### src/rtl/uart_pkg.sv
// Shared UART definitions: default bit timing, serializer state encoding,
// frame bit counts and the parity helper.
// Optional feature macro: UART_TX_PARITY_EN (adds an even-parity bit, 11-bit frame).
package uart_pkg;

  localparam int unsigned CLKS_PER_BIT_DEF = 104;
  localparam int unsigned DATA_BITS        = 8;

`ifdef UART_TX_PARITY_EN
  localparam int unsigned FRAME_BITS = 11;
`else
  localparam int unsigned FRAME_BITS = 10;
`endif

  typedef enum logic [2:0] {
    S_IDLE   = 3'd0,
    S_START  = 3'd1,
    S_DATA   = 3'd2,
    S_PARITY = 3'd3,
    S_STOP   = 3'd4
  } tx_state_t;

  // Even parity: XOR of all data bits.
  function automatic logic even_parity(input logic [7:0] b);
    return ^b;
  endfunction

endpackage

### src/rtl/uart_byte_fifo.sv
// Synchronous first-word-fall-through FIFO; rd_data always shows the head entry.
// Writes while full and reads while empty are ignored.
module uart_byte_fifo #(
  parameter int unsigned DEPTH  = 16,
  parameter int unsigned ADDR_W = 4,
  parameter int unsigned WIDTH  = 8
) (
  input  logic              clk,
  input  logic              rst,
  input  logic              wr_en,
  input  logic [WIDTH-1:0]  wr_data,
  input  logic              rd_en,
  output logic [WIDTH-1:0]  rd_data,
  output logic              full,
  output logic              empty,
  output logic [ADDR_W:0]   count
);

  logic [WIDTH-1:0]  mem [DEPTH];
  logic [ADDR_W-1:0] wr_ptr;
  logic [ADDR_W-1:0] rd_ptr;
  logic              do_wr;
  logic              do_rd;

  assign full    = (count == (ADDR_W+1)'(DEPTH));
  assign empty   = (count == '0);
  assign do_wr   = wr_en && !full;
  assign do_rd   = rd_en && !empty;
  assign rd_data = mem[rd_ptr];

  // Storage array; no reset needed, validity is tracked by count.
  always_ff @(posedge clk) begin
    if (do_wr) mem[wr_ptr] <= wr_data;
  end

  // Pointers wrap naturally because DEPTH == 2**ADDR_W.
  always_ff @(posedge clk) begin
    if (rst) begin
      wr_ptr <= '0;
      rd_ptr <= '0;
      count  <= '0;
    end else begin
      if (do_wr) wr_ptr <= wr_ptr + 1'b1;
      if (do_rd) rd_ptr <= rd_ptr + 1'b1;
      case ({do_wr, do_rd})
        2'b10:   count <= count + 1'b1;
        2'b01:   count <= count - 1'b1;
        default: count <= count;
      endcase
    end
  end

endmodule

### src/rtl/uart_tx_buffered.sv
// Buffered UART transmitter: ready/valid byte input, FIFO, 8N1 serializer.
// Optional feature macro: UART_TX_PARITY_EN (even parity after bit 7).
module uart_tx_buffered
  import uart_pkg::*;
#(
  parameter int unsigned CLKS_PER_BIT = CLKS_PER_BIT_DEF,
  parameter int unsigned FIFO_DEPTH   = 16,
  parameter int unsigned ADDR_W       = 4
) (
  input  logic            clk,
  input  logic            rst,
  input  logic [7:0]      tx_data,
  input  logic            tx_valid,
  output logic            tx_ready,
  output logic            tx,
  output logic            busy,
  output logic [ADDR_W:0] fifo_count
);

  localparam int unsigned CW = (CLKS_PER_BIT > 1) ? $clog2(CLKS_PER_BIT) : 1;

  tx_state_t      state, state_n;
  logic [CW-1:0]  baud_cnt, baud_n;
  logic [2:0]     bit_idx, bit_n;
  logic [7:0]     shift, shift_n;
  logic           tx_q, tx_n;
  logic           pop;
  logic           baud_end;
  logic           fifo_full;
  logic           fifo_empty;
  logic [7:0]     head;
`ifdef UART_TX_PARITY_EN
  logic           par, par_n;
`endif

  uart_byte_fifo #(
    .DEPTH  (FIFO_DEPTH),
    .ADDR_W (ADDR_W),
    .WIDTH  (8)
  ) u_fifo (
    .clk     (clk),
    .rst     (rst),
    .wr_en   (tx_valid),
    .wr_data (tx_data),
    .rd_en   (pop),
    .rd_data (head),
    .full    (fifo_full),
    .empty   (fifo_empty),
    .count   (fifo_count)
  );

  assign tx_ready = !fifo_full;
  assign tx       = tx_q;
  assign busy     = (state != S_IDLE) || (fifo_count != '0);
  assign baud_end = (baud_cnt == CW'(CLKS_PER_BIT - 1));

  // State, timing and the registered line driver. tx is taken from the
  // current state, so the line lags the state by one cycle.
  always_ff @(posedge clk) begin
    if (rst) begin
      state    <= S_IDLE;
      baud_cnt <= '0;
      bit_idx  <= '0;
      shift    <= '0;
      tx_q     <= 1'b1;
`ifdef UART_TX_PARITY_EN
      par      <= 1'b0;
`endif
    end else begin
      state    <= state_n;
      baud_cnt <= baud_n;
      bit_idx  <= bit_n;
      shift    <= shift_n;
      tx_q     <= tx_n;
`ifdef UART_TX_PARITY_EN
      par      <= par_n;
`endif
    end
  end

  // Next-state, pop request and line level for the serializer.
  always_comb begin
    state_n = state;
    baud_n  = baud_cnt;
    bit_n   = bit_idx;
    shift_n = shift;
    tx_n    = 1'b1;
    pop     = 1'b0;
`ifdef UART_TX_PARITY_EN
    par_n   = par;
`endif
    case (state)
      S_IDLE: begin
        baud_n = '0;
        if (!fifo_empty) begin
          pop     = 1'b1;
          shift_n = head;
`ifdef UART_TX_PARITY_EN
          par_n   = even_parity(head);
`endif
          state_n = S_START;
        end
      end
      S_START: begin
        tx_n = 1'b0;
        if (baud_end) begin
          baud_n  = '0;
          bit_n   = '0;
          state_n = S_DATA;
        end else begin
          baud_n = baud_cnt + 1'b1;
        end
      end
      S_DATA: begin
        tx_n = shift[0];
        if (baud_end) begin
          baud_n = '0;
          if (bit_idx == 3'(DATA_BITS - 1)) begin
`ifdef UART_TX_PARITY_EN
            state_n = S_PARITY;
`else
            state_n = S_STOP;
`endif
          end else begin
            bit_n   = bit_idx + 1'b1;
            shift_n = {1'b0, shift[7:1]};
          end
        end else begin
          baud_n = baud_cnt + 1'b1;
        end
      end
`ifdef UART_TX_PARITY_EN
      S_PARITY: begin
        tx_n = par;
        if (baud_end) begin
          baud_n  = '0;
          state_n = S_STOP;
        end else begin
          baud_n = baud_cnt + 1'b1;
        end
      end
`endif
      S_STOP: begin
        tx_n = 1'b1;
        if (baud_end) begin
          baud_n = '0;
          // Chain straight into the next frame when data is waiting.
          if (!fifo_empty) begin
            pop     = 1'b1;
            shift_n = head;
`ifdef UART_TX_PARITY_EN
            par_n   = even_parity(head);
`endif
            state_n = S_START;
          end else begin
            state_n = S_IDLE;
          end
        end else begin
          baud_n = baud_cnt + 1'b1;
        end
      end
      default: begin
        baud_n  = '0;
        state_n = S_IDLE;
      end
    endcase
  end

endmodule

### config.mk
export PLATFORM = sky130hd
export DESIGN_NAME = uart_tx_buffered
export DESIGN_NICKNAME = d
export VERILOG_FILES = /design/src/rtl/uart_pkg.sv /design/src/rtl/uart_byte_fifo.sv /design/src/rtl/uart_tx_buffered.sv
export SDC_FILE = /design/constraint.sdc
export NUM_CORES = 1
export LEC_CHECK = 0
export CORE_MARGIN = 2
export CORE_UTILIZATION = 40
export CTS_CLUSTER_SIZE = 8
export DETAILED_ROUTE_END_ITERATION = 16
export PLACE_DENSITY = 0.61
export SLEW_MARGIN = 20
export SYNTH_ARGS = -nofsm -noshare
export SYNTH_HDL_FRONTEND = slang
export SYNTH_SLANG_ARGS = --single-unit
### constraint.sdc
create_clock -name clk -period 2.85 [get_ports clk]
set_input_delay 0.285 -clock clk [delete_from_list [all_inputs] [get_ports clk]]
set_output_delay 0.285 -clock clk [all_outputs]
set_load 0.005 [all_outputs]
# Word level (Yosys, flattened, before mapping)

Memories as Yosys holds them, arrays and structs flattened. A register that Yosys moved wholly into a read port is not among the register bits.
Index checks and enable logic that the tools add are counted.

Muxes and demuxes: 25
Reductions and logical operators: 17
Equal/unequal tests: 14
Bitwise logic cells: 1
Add/subtract/negate cells: 6

Operator list:

| cell                                              | count |
|---|---|
| two-way mux 8 bit                                 | 4 |
| two-way mux 3 bit                                 | 8 |
| case mux 8 bit (3 select lines)                   | 1 |
| != test 2 bit (second input constant)             | 6 |
| case mux 3 bit (4 select lines)                   | 1 |
| case mux 5 bit (2 select lines)                   | 1 |
| adder 4 x 1 -> 4 bit (second input constant)      | 2 |
| two-way mux 4 bit                                 | 2 |
| AND reduction 4 bit                               | 2 |
| adder 7 x 1 -> 7 bit (second input constant)      | 1 |
| equality test 7 bit (second input constant)       | 1 |
| equality test 3 bit (second input constant)       | 2 |
| case mux 3 bit (2 select lines)                   | 1 |
| nonzero test 3 bit                                | 2 |
| OR reduction 3 bit                                | 2 |
| adder 5 x 1 -> 5 bit (second input constant)      | 1 |
| equality test 5 bit (second input constant)       | 1 |
| logical NOT 5 bit                                 | 1 |
| two-way mux 1 bit                                 | 5 |
| AND reduction 5 bit                               | 1 |
| nonzero test 5 bit                                | 1 |
| subtractor 5 x 1 -> 5 bit (second input constant) | 1 |
| case mux 1 bit (2 select lines)                   | 2 |
| nonzero test 2 bit                                | 2 |
| other kinds (10)                                  | 12 |

Logic and storage cells: 72
RAM bits: 128
Memories: 1
Bits of input ports: 11
Flip-flop bits (word level): 35

Memory list:

| name       | words | width | read ports | clocked after memory_dff | wr ports | line                 | RTL |
|---|---|---|---|---|---|---|---|
| u_fifo.mem | 16    | 8     | 1          | 1                        | 1        | uart_byte_fifo.sv:19 | `logic [WIDTH-1:0] mem [DEPTH];` |

# Logic depth before layout (Yosys ltp)

Word-level depth: 7
Depth in mapped cells: 13
Mapped depth without buffers: 11

# Hierarchy

From an unflattened synthesis, not the netlist that was laid out.

Cells, all modules: 430
Area, all modules: 7193.1 µm²

Modules (own cells, without submodules):

| module           | seq. area each (µm²) | cells an instance | instances | area an instance (µm²) |
|---|---|---|---|---|
| uart_byte_fifo   | 4184.0               | 305               | 1         | 5974.5 |
| uart_tx_buffered | 440.4                | 125               | 1         | 1218.7 |

# Least setup slack after synthesis

OpenSTA, ideal clock, no wires.

Kind: reg-to-reg
Start: register u_fifo.count[2]
End: register u_fifo.count[4]
Data arrival time: 2.697 ns
Path buffers: 3
Slack: 0.029 ns
Data required time: 2.727 ns
Clock period less this slack: 2.821 ns
Cell stages (with the launch flop): 14
Path through: dfxtp_1 buf_4 nor4_4 nand2b_1 and3_1 buf_2 ha_1 clkbuf_1 xor2_1 ha_1 o31a_1 nor4_1 a32oi_1 mux2_1

Cells in the longest elaborated chain, start to end: 7
Elaborated cells between the ends (all ways): 15
Those cells by class: add/sub (2); eq/ne (3); mux (4); reduce/logical (6)

RTL lines:

| what                                                                         | line                                            | RTL |
|---|---|---|
| start: declaration                                                           | uart_byte_fifo.sv:16                            | `output logic [ADDR_W:0] count` |
| start signal: assignment                                                     | uart_byte_fifo.sv:46                            | `2'b10: count <= count + 1'b1;` |
| start signal: assignment                                                     | uart_byte_fifo.sv:47                            | `2'b01: count <= count - 1'b1;` |
| start signal: assignment                                                     | uart_byte_fifo.sv:48                            | `default: count <= count;` |
| logical NOT 5 bit (*)                                                        | uart_byte_fifo.sv:26                            | `assign empty = (count == '0);` |
| two-way mux 1 bit                                                            | uart_tx_buffered.sv:95, uart_tx_buffered.sv:148 |  |
| two-way mux 1 bit                                                            | uart_tx_buffered.sv:145                         | `if (baud_end) begin` |
| case mux 1 bit (2 select lines)                                              | uart_tx_buffered.sv:92                          | `case (state)` |
| logical AND 1 bit (*)                                                        | uart_byte_fifo.sv:28                            | `assign do_rd = rd_en && !empty;` |
| named net u_fifo.do_rd                                                       | uart_byte_fifo.sv:23                            | `logic do_rd;` |
| equality test 2 x 1 -> 1 bit / equality test 2 bit (equally long branches)   | uart_byte_fifo.sv:45                            | `case ({do_wr, do_rd})` |
| case mux 5 bit (2 select lines) / nonzero test 2 bit (equally long branches) | --                                              |  |

The timed path passes the listed nets; every way through them passes the cells marked *.
A chain may end at the register's enable or synchronous reset.

# Final worst setup path

Start: register u_fifo.count[3]
End: register u_fifo.count[4]

Cells in the longest elaborated chain, start to end: 7
Elaborated cells between the ends (all ways): 15
Those cells by class: add/sub (2); eq/ne (3); mux (4); reduce/logical (6)

RTL lines:

| what                                                                         | line |
|---|---|
| logical NOT 5 bit                                                            | uart_byte_fifo.sv:26 |
| two-way mux 1 bit                                                            | uart_tx_buffered.sv:95, uart_tx_buffered.sv:148 |
| two-way mux 1 bit                                                            | uart_tx_buffered.sv:145 |
| case mux 1 bit (2 select lines)                                              | uart_tx_buffered.sv:92 |
| logical AND 1 bit                                                            | uart_byte_fifo.sv:28 |
| equality test 2 x 1 -> 1 bit / equality test 2 bit (equally long branches)   | uart_byte_fifo.sv:45 |
| case mux 5 bit (2 select lines) / nonzero test 2 bit (equally long branches) | -- |

Several ways; a longest one is shown, not always the timed one.

==> flow_summary.ini <==
[global_routing]
grt_antenna_before_repair = 0
overflow = 0
grt_pass1_vias = 3896
track_usage = 0.163
grt_max_degree = 30
grt_pass1_wl_um = 21700

[logic_synthesis]
yosys_warnings = 0
synth_top_area_share = 0.560
synth_nets = 457
synth_edf_count = 128
async_flop_share = 0
synth_area_leaders = edfxtp_1, dfxtp_1, mux4_2, nor2_1, ha_1
synthTopCellsByCount = edfxtp_1, nor2_1, dfxtp_1
syn_area_um2 = 6860
synth_flop_cell = edfxtp_1
synth-seq-cells = 167
synth_cell_types = 54
ys_seq_area_frac = 0.674
yosysMostFrequentCell = edfxtp_1
avgSynthCellArea_um2 = 15.7
syn_inst = 436
yosys.area.top_type = edfxtp_1

[power]
power.leakage_nw = 2.67
p_per_area_nw_per_um2 = 872
vdd_drop_max_mv = 0.482

[setup_path]
endpoint_kind = register
worst_setup_path_start_kind = register
setup.worst_path.end = u_fifo.count[4]
reg2reg_to = u_fifo.count[4]
path_class = reg -> reg
crit_fanout = 8
reg2reg_depth = 10
r2r_slack_ns = 0.18
cp.arrival_ns = 2.98
worstReg2RegStart = u_fifo.count[3]
critPathLaunch = u_fifo.count[3]
crit_required_ns = 3.16

[sta]
hold_violations = 0
period_needed_ns = 2.67
max_freq_mhz = 375
period_share = 0.936
maxSlewViolCount = 0
fin_skew_ns = 0.0116
relSlewSlack = 0.538
rsz0062_at_grt = no
setup_violations = 0
worst_pin_slew_ns = 0.691
whs_ns = 0.448
tns_ns = 0

[placement]
port_buffers = 18
dp_hpwl_um = 8670
gp_congestion = 0.835

[floorplan]
die_y_um = 135
floorplan.initialDensity = 0.411
die_area_um2 = 18200
boundaryPins = 19
core-area_um2 = 16700
rows = 47
die_w_um = 135

[min_path]
hold_path_class = reg -> reg

[clock_network]
cts.root.buffer_cell = clkbuf_16
path_clk_slew_ns = 0.07
htreeDepth = 4
cts_hold_buf = 0
clk_latency_ns = 0.43
cts_resized = 0
numClockSinks = 167
cts_tree = done
cts_inserted_buffers = 17
post_cts_buffers = 0
clockBufferDepth = 2

[detailed_routing]
first_pass_iters = 4
wl_per_cell_um = 19.2
via_per_inst = 5.33
drcViolationCount = 0
drt-total-wl_um = 13600
drt_iter0_drc = 220
ant_nets = 0
num_vias = 3787

[cells_and_area]
layout.nets = 498
area_growth_pct = 17.2
antennaDiodeCount = 0
drive_gt1_frac = 0.231

[run]
drv_cap = 0

[outcome]
status = completed
## where the power goes
group	switching [mW]	internal, mW	leakage (nW)
Combinational	0.879	0.856	0.896
Sequential	0.146	2.78	1.47
Clock	1.02	1.33	0.295
## flip-flops by register name (all words and copies together), names as in the netlist, named ones only
register / cells
u_fifo.wr_ptr: 4
bit_idx: 3
state: 3
tx: 1
u_fifo.count: 5
u_fifo.rd_ptr: 4
u_fifo.mem: 128
shift: 8
baud_cnt: 7
## layout make-up
cell class                 instances  area, um2
tap                              220        275
timing repair buffer              45        395
inverter                           4       15.0
sequential                       167       4630
multi-input combinational        242       2120
fill                            1446       8660
clock inverter                    15        183
clock buffer                      17        425
## cell families (layout without fill, tap and decap cells)
family	count (synthesis)	in the layout	synth area share
flip-flops	167	167	0.674
AND/OR/NAND/NOR	124	124	0.0906
AO/OA/AOI/OAI	53	53	0.0631
multiplexers	42	42	0.120
buffers and inverters	27	81	0.0171
XOR/XNOR	13	13	0.0166
adder cells (fa/ha/maj)	10	10	0.0182
## worst max-delay path, stage by stage (launching register included)
cell      delay, ns
dfxtp_1        0.40
nor4_4         0.37
nand2b_1       0.12
and3_1         0.20
ha_1           0.23
xor2_1         0.15
ha_1           0.21
o31a_1         0.25
nor4_1         0.20
a32oi_1        0.11
mux2_1         0.32
## placed cells by master (no fill, tap or decap), types with 2 or more instances in the layout
cell / instances
nor3b_1: 3
o21ai_2: 2
xnor2_1: 7
a21oi_1: 13
mux2i_1: 7
dfxtp_1: 38
nand2b_1: 7
buf_4: 26
clkinv_4: 2
mux2_1: 2
nor4_1: 2
clkdlybuf4s50_1: 18
ha_1: 10
inv_6: 5
inv_1: 4
edfxtp_1: 128
nand3_1: 6
o21ai_0: 3
nor2b_1: 6
nor3_1: 15
nor2_1: 57
clkbuf_16: 17
or2_2: 2
mux4_2: 32
and3_1: 2
bufinv_16: 2
a211oi_2: 7
nand2_1: 12
a22oi_1: 15
xor2_1: 6
inv_8: 3
## layer usage
layer / global-route usage / wire length, um / part of all wire / vias up
met4: 0.0509 / 171 / 0.013 / 0
met2: 0.265 / 6720 / 0.49 / 84
met3: 0.0447 / 521 / 0.038 / 12
met1: 0.214 / 6200 / 0.46 / 1923
met5: 0 / 0 / 0 / -
li1: - / - / - / 1768
## worst min path at each step
stage	to	cells after the start	start	slack (ns)
CTS	baud_cnt[0]	1	baud_cnt[0]	0.45
floorplan	u_fifo.mem[0][0]	0	tx_data[0]	0.38
global route	baud_cnt[0]	1	baud_cnt[0]	0.48
global placement	baud_cnt[0]	1	baud_cnt[0]	0.43
finish	baud_cnt[0]	1	baud_cnt[0]	0.45
detailed placement	baud_cnt[0]	1	baud_cnt[0]	0.44
## stage by stage
step	instance area (um2)	std cells	utilization	power [mW]	worst slack [ns]
detailed placement	7430	678	0.445	4.72	0.203
finish	8040	710	0.481	7.01	0.182
global placement	7430	678	0.445	4.69	0.284
CTS	8040	710	0.481	7.07	0.184
global route	8040	710	0.481	7.35	0.0249
floorplan	6860	436	-	4.19	0.0294
Note: power is estimated with default switching activity, not from simulation.
